[src/rtl/reg_gather_tree_4_1.sv]
// Pipelined reduction tree: sums the valid lanes over log2(NUM_IN) registered levels
// and gathers per-lane done pulses into a single all-done pulse.
module reg_gather_tree_4_1 #(
  parameter int NUM_IN     = 4,
  parameter int DATA_WIDTH = 16
) (
  input  logic                         clk,
  input  logic                         rst_n,
  input  logic [NUM_IN-1:0]            in_valid,
  input  logic [NUM_IN*DATA_WIDTH-1:0] in_data,
  input  logic [NUM_IN-1:0]            done_in,
  input  logic                         clear,
  output logic                         out_valid,
  output logic [DATA_WIDTH-1:0]        out_data,
  output logic [NUM_IN-1:0]            done_pending,
  output logic                         all_done
);

  localparam int LEVELS = $clog2(NUM_IN);
  localparam int NODES  = 2 * NUM_IN - 1;

  // Nodes are stored level by level: level k starts at 2*NUM_IN - 2*(NUM_IN>>k).
  logic                  v_q [NODES];
  logic                  v_d [NODES];
  logic [DATA_WIDTH-1:0] d_q [NODES];
  logic [DATA_WIDTH-1:0] d_d [NODES];

  logic [NUM_IN-1:0] done_pending_q, done_pending_d;
  logic              all_done_q, all_done_d;
  logic [NUM_IN-1:0] done_next;

  genvar gi, gj;
  generate
    for (gi = 0; gi < NUM_IN; gi++) begin : g_leaf
      assign v_d[gi] = in_valid[gi];
      assign d_d[gi] = in_valid[gi] ? in_data[gi*DATA_WIDTH +: DATA_WIDTH] : '0;
    end

    for (gi = 1; gi <= LEVELS; gi++) begin : g_lvl
      for (gj = 0; gj < (NUM_IN >> gi); gj++) begin : g_node
        localparam int N = 2 * NUM_IN - 2 * (NUM_IN >> gi) + gj;
        localparam int C = 2 * NUM_IN - 2 * (NUM_IN >> (gi - 1)) + 2 * gj;
        assign v_d[N] = v_q[C] | v_q[C+1];
        assign d_d[N] = d_q[C] + d_q[C+1];
      end
    end
  endgenerate

  always_ff @(posedge clk or negedge rst_n) begin
    if (!rst_n) begin
      for (int n = 0; n < NODES; n++) begin
        v_q[n] <= 1'b0;
        d_q[n] <= '0;
      end
    end else begin
      for (int n = 0; n < NODES; n++) begin
        v_q[n] <= v_d[n];
        d_q[n] <= d_d[n];
      end
    end
  end

  // The completing arrival counts, so the check uses pending OR incoming.
  assign done_next = done_pending_q | done_in;

  always_comb begin
    done_pending_d = done_next;
    all_done_d     = 1'b0;
    if (clear) begin
      done_pending_d = '0;
    end else if (&done_next) begin
      done_pending_d = '0;
      all_done_d     = 1'b1;
    end
  end

  always_ff @(posedge clk or negedge rst_n) begin
    if (!rst_n) begin
      done_pending_q <= '0;
      all_done_q     <= 1'b0;
    end else begin
      done_pending_q <= done_pending_d;
      all_done_q     <= all_done_d;
    end
  end

  assign out_valid    = v_q[NODES-1];
  assign out_data     = d_q[NODES-1];
  assign done_pending = done_pending_q;
  assign all_done     = all_done_q;

endmodule

[config.mk]
export PLATFORM = sky130hd
export DESIGN_NAME = reg_gather_tree_4_1
export DESIGN_NICKNAME = d
export VERILOG_FILES = /design/src/rtl/reg_gather_tree_4_1.sv
export SDC_FILE = /design/constraint.sdc
export NUM_CORES = 1
export LEC_CHECK = 0
export CAP_MARGIN = 20
export CORE_UTILIZATION = 30
export DETAILED_ROUTE_END_ITERATION = 8
export PLACE_DENSITY_LB_ADDON = 0.12
export SETUP_SLACK_MARGIN = 0.5
export SLEW_MARGIN = 15
export SYNTH_ARGS = -nofsm -noshare
export SYNTH_HDL_FRONTEND = slang
export SYNTH_SLANG_ARGS = --single-unit
[constraint.sdc]
create_clock -name clk -period 4.3 [get_ports clk]
set_input_delay 0.645 -clock clk [delete_from_list [all_inputs] [get_ports clk]]
set_output_delay 0.645 -clock clk [all_outputs]
set_load 0.05 [all_outputs]
Yosys cells after proc, flatten, opt, wreduce, memory -nomap -nowiden
Cells that the tools add are included.
Word-level totals
  register bits after elaboration: 124
  output and inout bits: 22
  logic and storage cells: 32
Operators by class
  $add $sub $neg: 3
  mux-type cells: 8
  bitwise operators: 4
  reductions and logical operators: 1
Operators by type and width (number)
  16-bit 2-to-1 mux: 4
  16-bit adder: 3
  4-bit 2-to-1 mux: 2
  4-bit bitwise OR: 1
  4-bit AND reduction: 1
  1-bit bitwise OR: 3
  1-bit 2-to-1 mux: 2

Longest topological paths before layout
Gate-level depths: netlist (run 1).
  depth after elaboration: 4
  depth in mapped cells: 8
  mapped depth without buffers: 8

Worst setup path after synthesis (run 1)
Ideal clock, no wire load.
  path type: reg-to-reg
  from: register d_q[48] (netlist bit)
  to: register d_q[30] (netlist bit)
  arrival: 2.074 ns
  required time: 4.220 ns
  path slack: 2.146 ns
  stages on the path, launching flop included: 9
  path buffers: 0
  path through: dfrtp_1 -> ha_1 -> fa_1 -> a21oi_1 -> o2bb2ai_1 -> o41a_1 -> and3_1 -> a31oi_1 -> xnor2_1
RTL lines
  from (decl): RTL line 25  | logic [DATA_WIDTH-1:0] d_q [NODES];
  from (signal, indexed assignment): RTL line 58  | d_q[n] <= d_d[n];

==> metrics.yaml, run 1 <==
status: "finished, final reports clean"
antenna_found_initial: 1
fp.dieH_um: 141
io_buffers: 96
htreeDepth: 4
dpl.hpwl_um: 8700
synthCells: 499
p_total_w: 0.00375
syn_avg_cell_area_um2: 11.5
root_buffer: "clkbuf_16"
n_antenna_cell: 0
core_mm2: 0.0188
worstSetupPathType: "register to register"
synthFlopType: "dfrtp_1"
power_frac_clock: 0.372
drv_slew: 0
synth_top_area_cell: "dfrtp_1"
routed_via_density: 4.46
cp_max_fo: 3
netSwitchingPower_w: 0.00115
ios: 97
synth_edf_count: 0
finalCriticalPeriod_ns: 2.32
fin_skew_ns: 0.00775
areaGrowthSynthToFinish_pct: 30.0
post-route-period-util: 0.540
async_flop_share: 1.00
rsz0062_at_grt: "false"
die_x_um: 141
grt_pass1_wl_um: 18900
ys_seq_area_frac: 0.539
maxSlewHeadroom: 0.366
drt-total-wl_um: 11200
synth_top_area_share: 0.539
syn_nets: 622
gp_congestion: 0.783
die-area_mm2: 0.0198
clk_path_buf_depth: 2
critPathLaunchType: "register"
detail_route.wl_per_cell_um: 13.2
ys_ff_latch: 124
clock_latency_ns: 0.41
cts_tree: "done"
syn-cell-area_mm2: 0.00576
combPwrFrac: 0.261
final_layout_size_suffix_gt1_frac: 0.0739
synth_cell_type_count: 49
cp.arrival_ns: 2.66
grt_pass1_vias: 3915
netlist_top_cells_area: "dfrtp_1 (54%), ha_1 (9.8%), and2_1 (7.3%)"
final-hold-violation-count: 0
post_cts_buffers: 0
start_util: 0.307
drtPass1Iterations: 5
rows: 50
overflow: 0
drt-initial-drc-count: 198
cts.sinks: 124
cts.repair.resized: 0
pwr-share-seq: 0.366
cts_made_buffers: 17
max-vdd-ir-drop_uv: 259
leakage_nw: 3.54
placed_area_mm2: 0.00689
final-setup-viol-count: 0
grt_max_degree: 77
maxCapViolCount: 0
clk_pin_slew_ns: 0.06
switching_share: 0.308
yosys_warnings: 0
hold_path_class: "primary input to asynchronous set/reset pin"
max_freq_ghz: 0.431
p_int_w: 0.00260
grt_usage: 0.124
final_antenna_net_count: 0
tns_ns: 0
design_area_mm2: 0.00749
p_per_area_mw_per_mm2: 501
worst_slew_pin_slew_ns: 0.950
crit_required_ns: 4.64
drc: 0
cp-end-kind: "register"
holdBufCountCts: 0
fin_util: 0.399
via_count: 3763
nets: 719
-- path summary, 6_finish.rpt --
check / startpoint / endpoint / slack [ns] / cells after the start
max: d_q[48] / d_q[30] / 1.98 / 8
min: rst_n / done_pending[2] / 0.33 / 1
max reg2reg: d_q[48] / d_q[30] / 1.98 / 8
min reg2reg: v_q[2] / out_valid / 0.43 / 1
max in group asynchronous: rst_n / d_q[45] / 3.03 / 2
min in group clk: v_q[2] / out_valid / 0.43 / 1
-- Yosys cell counts (2+ instances only) --
master     instances
a21o_1            19
a21oi_1           30
a31oi_1            7
and2_1            67
and3_1             6
and4_1             2
buf_4             16
clkbuf_1           4
dfrtp_1          124
fa_1               3
ha_1              45
inv_1             13
nand2_1           25
nand2b_1           5
nand3_1            8
nor2_1            24
nor2b_1            2
nor3_1             6
nor4_1             3
o21a_1             3
o21ai_0           13
o21bai_1           2
o221ai_1           2
o2bb2ai_1          2
o311ai_0           2
o31ai_1            2
o41ai_1            2
or2_2              4
xnor2_1           22
xor2_1            17
-- logic make-up (layout without fill, tap and decap cells) --
logic type | Yosys count | in the layout | synth area share
mux | 1 | 1 | 0.00174
simple gates | 157 | 157 | 0.148
buf+inv | 33 | 143 | 0.0319
compound gates | 97 | 97 | 0.112
fa+ha+maj | 48 | 48 | 0.108
flops | 124 | 124 | 0.539
xor+xnor | 39 | 39 | 0.0593
-- layout make-up --
type	count	area, um^2
Fill cell	1805	11300
Sequential cell	124	3100
Multi-Input combinational cell	342	2470
Timing Repair Buffer	98	973
Clock buffer	19	453
Tap cell	234	293
Clock inverter	13	141
Inverter	13	48.8
-- per-stage QoR --
step / std cells / worst slack, ns / hold WS [ns]
floorplan: 499 / 2.15 / 0.349
global placement: 811 / 2.01 / 0.419
detailed placement: 811 / 1.99 / 0.415
CTS: 843 / 1.98 / 0.414
global route: 843 / 1.80 / 0.417
finish: 843 / 1.98 / 0.334
-- worst max-delay path, stage by stage, from the launching register on --
cell and delay, ns:
dfrtp_1 0.36, ha_1 0.22, fa_1 0.39, a21oi_1 0.23
o2bb2ai_1 0.14, o41a_1 0.35, and3_1 0.21, a31oi_1 0.20
xnor2_1 0.13
-- power by group through the flow --
| stage | Combinational (W) | Clock [W] | Sequential [W] |
|---|---|---|---|
| detailed placement | 0.000988 | 0 | 0.00140 |
| finish | 0.000980 | 0.00140 | 0.00137 |
| global placement | 0.000985 | 0 | 0.00140 |
| floorplan | 0.000746 | 0 | 0.00139 |
| CTS | 0.000991 | 0.00144 | 0.00138 |
| global route | 0.00106 | 0.00149 | 0.00139 |
-- cell usage in the layout, fill, tap and decap left out, types with 4 or more instances in the layout --
master	netlist	layout
inv_1	13	13
ha_1	45	45
dfrtp_1	124	124
nand2b_1	5	5
a21oi_1	30	30
nor3_1	6	6
nand3_1	8	8
nand2_1	25	25
clkbuf_16	0	17
clkdlybuf4s50_1	0	95
or2_2	4	4
xnor2_1	22	22
o21ai_0	13	13
a21o_1	19	19
and2_1	67	67
nor2_1	24	24
a31oi_1	7	7
xor2_1	17	17
and3_1	6	6
-- routing by layer --
layer  wire length [um]  GRT usage  part of all wire
met1               5140      0.159              0.46
met2               5340      0.199              0.48
met3                516     0.0367             0.046
met4                168     0.0481             0.015
met5                  0          0                 0
-- state kept, by name, indices dropped and copies added (netlist names) --
signal	cells
done_pending	4
out_data	16
v_q	6
d_q	96
all_done	1
out_valid	1
(Power assumes the default switching activity.)
==> run 2: changes to the inputs <==
Clock period 4.3 ns to 2.29 ns, I/O delays scaled along.
==> metrics.yaml, run 2 (synthesis gave the netlist of run 1 again) <==
status: "finished, final reports clean"  # unchanged
hold_path_class: "primary input to asynchronous set/reset pin"  # unchanged
antenna_found_initial: 1  # unchanged
via_count: 3933  # was 3763
cts_tree: "done"  # unchanged
gp_congestion: 0.828  # was 0.783
cts_made_buffers: 17  # unchanged
io_buffers: 96  # unchanged
areaGrowthSynthToFinish_pct: 42.5  # was 30.0%
leakage_nw: 3.74  # was 3.54 nW
fin_skew_ns: 0.00778  # was 0.00775 ns
cpMaxStageDelayCell: "a221o_2"  # was fa_1
final-hold-violation-count: 0  # unchanged
rrSetupSlack_ns: 0.16  # was 1.98 ns
overflow: 0  # unchanged
whs_ns: 0.353  # was 0.334 ns
slowest_delay_ns: 0.48  # was 0.39 ns
finalNonFillerCells: 865  # was 843
max-vdd-ir-drop_uv: 485  # was 259 uV
core_mm2: 0.0188  # unchanged
largest_reg_flops: 96  # unchanged
finalCriticalPeriod_ns: 2.13  # was 2.32 ns
cts.sinks: 124  # unchanged
layout_common_cells: "dfrtp_1 (120), clkdlybuf4s50_1 (73), and2_1 (67), nand2_1 (24), ha_1 (24)"  # was dfrtp_1 (124), clkdlybuf4s50_1 (95), and2_1 (67), ha_1 (45), a21oi_1 (30)
grt_usage: 0.133  # was 0.124
rsz0062_at_grt: "true"  # was false
p_total_w: 0.00728  # was 0.00375 W
r2r-end: "d_q[45]"  # was d_q[30]
cp.arrival_ns: 2.48  # was 2.66 ns
place_inst: 812  # was 811
top_register: "d_q"  # unchanged
clk_pin_slew_ns: 0.06  # about the same
drt-total-wl_um: 12300  # was 11200 um
cp_max_fo: 5  # was 3
routed_via_density: 4.55  # was 4.46
n_antenna_cell: 0  # unchanged
placed_area_mm2: 0.00708  # was 0.00689 mm^2
grt_pass1_vias: 4130  # was 3915
clock_latency_ns: 0.41  # about the same
final_antenna_net_count: 0  # unchanged
drc: 0  # unchanged
dpl.hpwl_um: 8980  # was 8700 um
rows: 50  # unchanged
r2r_cells: 7  # was 8
crit_required_ns: 2.64  # was 4.64 ns
crit_chain: "ha_4, a21oi_4, o22ai_1, or2_1, a221o_2, a2111oi_4, nand3b_1"  # was ha_1, fa_1, a21oi_1, o2bb2ai_1, o41a_1, and3_1, a31oi_1, xnor2_1
rr_startpoint: "d_q[86]"  # was d_q[48]
die_x_um: 141  # unchanged
drv_slew: 0  # unchanged
cp-end-kind: "register"  # unchanged
final_common_cell: "dfrtp_1"  # unchanged
maxSlewHeadroom: 0.640  # was 0.366
worstSetupPathType: "register to register"  # unchanged
max_freq_ghz: 0.470  # was 0.431 GHz
tns_ns: 0  # unchanged
root_buffer: "clkbuf_16"  # unchanged
final-setup-viol-count: 0  # unchanged
fp.dieH_um: 141  # unchanged
drt-initial-drc-count: 159  # was 198
design_area_mm2: 0.00821  # was 0.00749 mm^2
worst_slew_pin_slew_ns: 0.539  # was 0.950 ns
grt_max_degree: 62  # was 77
crit_path_start: "d_q[86]"  # was d_q[48]
ios: 97  # unchanged
drtPass1Iterations: 4  # was 5
final_layout_size_suffix_gt1_frac: 0.206  # was 0.0739
start_util: 0.307  # unchanged
detail_route.wl_per_cell_um: 14.2  # was 13.2 um
cp-endpoint: "d_q[45]"  # was d_q[30]
clk_path_buf_depth: 2  # unchanged
post-route-period-util: 0.930  # was 0.540
grt_pass1_wl_um: 20100  # was 18900 um
die-area_mm2: 0.0198  # unchanged
nets: 741  # was 719
htreeDepth: 4  # unchanged
critPathLaunchType: "register"  # unchanged
p_per_area_mw_per_mm2: 887  # was 501 mW/mm^2
maxCapViolCount: 0  # unchanged
-- run 2: through the flow --
step	worst slack [ns]	utilization
2_1_floorplan	0.267	-
3_3_place_gp	0.169	0.377
3_5_place_dp	0.130	0.377
4_1_cts	0.167	0.425
5_1_grt	0.0818	0.437
6_report	0.161	0.437
-- run 2: how the worst min path moves through the flow --
stage	from	to	slack [ns]	depth (start not counted)
after floorplan	rst_n	all_done	0.05	0
after CTS	rst_n	done_pending[2]	0.35	2
after detailed placement	rst_n	all_done	0.25	1
after global routing	rst_n	done_pending[0]	0.38	2
final	rst_n	d_q[46]	0.35	2
after global placement	rst_n	all_done	0.24	1
-- run 2: metal layers --
metal | part of all wire | track usage | vias to the layer above
met5 | 0 | 0 | -
met4 | 0.018 | 0.0595 | 0
met3 | 0.030 | 0.0258 | 15
met2 | 0.49 | 0.224 | 80
met1 | 0.46 | 0.165 | 1883
li1 | - | - | 1955
-- run 2: where the power goes --
group	internal [W]	switching, W	leakage, nW
combinational	0.000824	0.00123	1.91
clock	0.00174	0.000897	0.290
sequential	0.00248	0.000112	1.54
total	0.00504	0.00224	3.74
-- run 2: worst max-delay path: cells and delay by family, from the launching register on --
family,cells,cell delay (ns)
compound gates,4,1.01
flops,1,0.40
simple gates,2,0.39
fa+ha+maj,1,0.27
-- run 2: area by class of cell --
| cell class | count | area (um^2) |
|---|---|---|
| repair buffers | 120 | 1140 |
| multi-input cells | 342 | 3020 |
| fillers | 1808 | 10600 |
| well taps | 234 | 293 |
| clock inverters | 6 | 82.6 |
| clock buffers | 26 | 509 |
| inverters | 13 | 48.8 |
| flip-flops and latches | 124 | 3110 |
-- run 2: what timing repair did --
action / 4_1_cts / 5_1_grt
hold buffers: 1 / 0
pin swaps: 27 / 19
gates resized for setup: 54 / 36
setup buffers: 14 / 6
endpoints found under the hold margin: 16 / 0
setup endpoints to repair: 43 / 24
==> run 3: changes to the inputs <==
Clock period 2.29 ns to 2.6 ns, I/O delays scaled along.
==> metrics.yaml, run 3 (synthesis gave the netlist of run 1 again) <==
nets: 741  # unchanged
clk_pin_slew_ns: 0.05  # was 0.06 ns
cts.sinks: 124  # unchanged
grt_max_degree: 79  # was 62
pwr-share-seq: 0.364  # was 0.356
p_total_w: 0.00628  # was 0.00728 W
detail_route.wl_per_cell_um: 14.3  # was 14.2 um
top_register: "d_q"  # unchanged
combPwrFrac: 0.287  # was 0.282
gp_congestion: 0.827  # was 0.828
leakage_nw: 3.66  # was 3.74 nW
routed_via_density: 4.57  # was 4.55
via_count: 3947  # was 3933
ios: 97  # unchanged
post-route-period-util: 0.843  # was 0.930
antenna_found_initial: 1  # unchanged
path_common_cell: "buf_6"
placed_area_mm2: 0.00692  # was 0.00708 mm^2
io_buffers: 96  # unchanged
grt_pass1_vias: 4132  # was 4130
crit_required_ns: 2.89  # was 2.64 ns
pre_cts_slack_ns: 0.358  # was 0.130 ns
fin_util: 0.428  # was 0.437
die_x_um: 141  # unchanged
n_antenna_cell: 0  # unchanged
drt-initial-drc-count: 194  # was 159
clock_latency_ns: 0.41  # about the same
grt_pass1_wl_um: 20400  # was 20100 um
grt_usage: 0.135  # was 0.133
final_common_cell: "dfrtp_1"  # unchanged
cp_max_fo: 2  # was 5
final_layout_size_suffix_gt1_frac: 0.170  # was 0.206
tns_ns: 0  # unchanged
max_freq_ghz: 0.456  # was 0.470 GHz
finalCriticalPeriod_ns: 2.19  # was 2.13 ns
netSwitchingPower_w: 0.00195  # was 0.00224 W
overflow: 0  # unchanged
final_antenna_net_count: 0  # unchanged
layout_common_cells: "dfrtp_1 (124), clkdlybuf4s50_1 (95), and2_1 (67), ha_1 (33), nand2_1 (25)"  # was dfrtp_1 (120), clkdlybuf4s50_1 (73), and2_1 (67), nand2_1 (24), ha_1 (24)
root_buffer: "clkbuf_16"  # unchanged
areaGrowthSynthToFinish_pct: 39.3  # was 42.5%
dpl.hpwl_um: 8870  # was 8980 um
switching_share: 0.311  # was 0.307
die-area_mm2: 0.0198  # unchanged
design_area_mm2: 0.00802  # was 0.00821 mm^2
slowest_delay_ns: 0.39  # was 0.48 ns
htreeDepth: 4  # unchanged
rsz0062_at_grt: "true"  # unchanged
fin_skew_ns: 0.00564  # was 0.00778 ns
start_util: 0.307  # unchanged
core_mm2: 0.0188  # unchanged
maxCapViolCount: 0  # unchanged
rows: 50  # unchanged
drv_slew: 0  # unchanged
status: "finished, final reports clean"  # unchanged
p_per_area_mw_per_mm2: 782  # was 887 mW/mm^2
maxSlewHeadroom: 0.615  # was 0.640
largest_reg_flops: 96  # unchanged
cts_made_buffers: 17  # unchanged
drt-total-wl_um: 12400  # was 12300 um
max-vdd-ir-drop_uv: 455  # was 485 uV
hold_path_class: "primary input to asynchronous set/reset pin"  # unchanged
fp.dieH_um: 141  # unchanged
clk_path_buf_depth: 2  # unchanged
setup_slack_ns: 0.408  # was 0.161 ns
power_frac_clock: 0.349  # was 0.362
cp.arrival_ns: 2.48  # about the same
fillers: 1777  # was 1808
final-hold-violation-count: 0  # unchanged
cts_tree: "done"  # unchanged
crit_chain: "ha_2, fa_2, a21oi_4, buf_6, buf_6, buf_6, buf_6, buf_6, buf_6, buf_6, buf_4, o21bai_1, xor2_1"  # was ha_4, a21oi_4, o22ai_1, or2_1, a221o_2, a2111oi_4, nand3b_1
worst_slew_pin_slew_ns: 0.575  # was 0.539 ns
drc: 0  # unchanged
cp-end-kind: "register"  # unchanged
drtPass1Iterations: 4  # unchanged
critPathLaunchType: "register"  # unchanged
final-setup-viol-count: 0  # unchanged
cpMaxStageDelayCell: "fa_2"  # was a221o_2
p_int_w: 0.00432  # was 0.00504 W
worstSetupPathType: "register to register"  # unchanged
[run 3: cell types whose count changed in the layout (fill, tap and decap cells not counted), sizes merged]
cell,delta
clkinvlp,+2
dlygate4sd2,-22
clkbuf,-2
clkdlybuf4s50,+22
bufinv,-1
clkinv,-1
[run 3: worst max-delay path, delay by kind of cell (launching register included)]
kind                     cells  cell delay, ns
adder cells (fa/ha/maj)      2            0.59
AO/OA/AOI/OAI                2            0.26
flip-flops                   1            0.36
XOR/XNOR                     1            0.17
buffers and inverters        8            0.67
[run 3: worst paths after layout]
check / startpoint / to / slack [ns] / cells after the start
setup reg to reg: d_q[64] / d_q[20] / 0.41 / 13
setup / recovery: d_q[64] / d_q[20] / 0.41 / 13
max in group asynchronous: rst_n / d_q[73] / 1.55 / 3
hold / removal: rst_n / done_pending[2] / 0.32 / 2
min in group clk: v_q[6] / v_q[2] / 0.43 / 1
hold reg to reg: v_q[6] / v_q[2] / 0.43 / 1
[run 3: metrics by stage]
| stage | hold WS, ns | cells |
|---|---|---|
| after floorplan | 0.0944 | 499 |
| after global placement | 0.198 | 811 |
| after detailed placement | 0.196 | 811 |
| after CTS | 0.314 | 855 |
| after global routing | 0.320 | 863 |
| final | 0.324 | 863 |
[run 3: cell type report]
cell class                      count  area [um^2]  share of cell area
Sequential cell                   124         3100               0.387
Multi-Input combinational cell    342         2850               0.355
Timing Repair Buffer              120         1180               0.147
Clock buffer                       24          492              0.0613
Tap cell                          234          293              0.0365
Clock inverter                      6         62.6             0.00780
Inverter                           13         48.8             0.00608
[run 3: what timing repair did]
action                     CTS  global route
hold endpoints to repair     2             0
setup endpoints to repair   12            17
resized for setup           24            44
hold buffers                 1             0
pin swaps                    9            30
buffers inserted            13             8
gates cloned                 0             0
[run 3: power groups by stage]
stage               logic, W  clock network [W]  registers, W
floorplan            0.00124                  0       0.00230
global placement     0.00164                  0       0.00231
detailed placement   0.00164                  0       0.00232
CTS                  0.00170            0.00225       0.00228
global route         0.00193            0.00234       0.00231
finish               0.00180            0.00219       0.00228
[run 3: layer usage]
layer,wire (um),up-vias,GRT usage
met3,383,17,0.0316
met4,203,0,0.0646
met1,5670,1897,0.168
met5,0,-,0
met2,6110,82,0.220
li1,-,1951,-
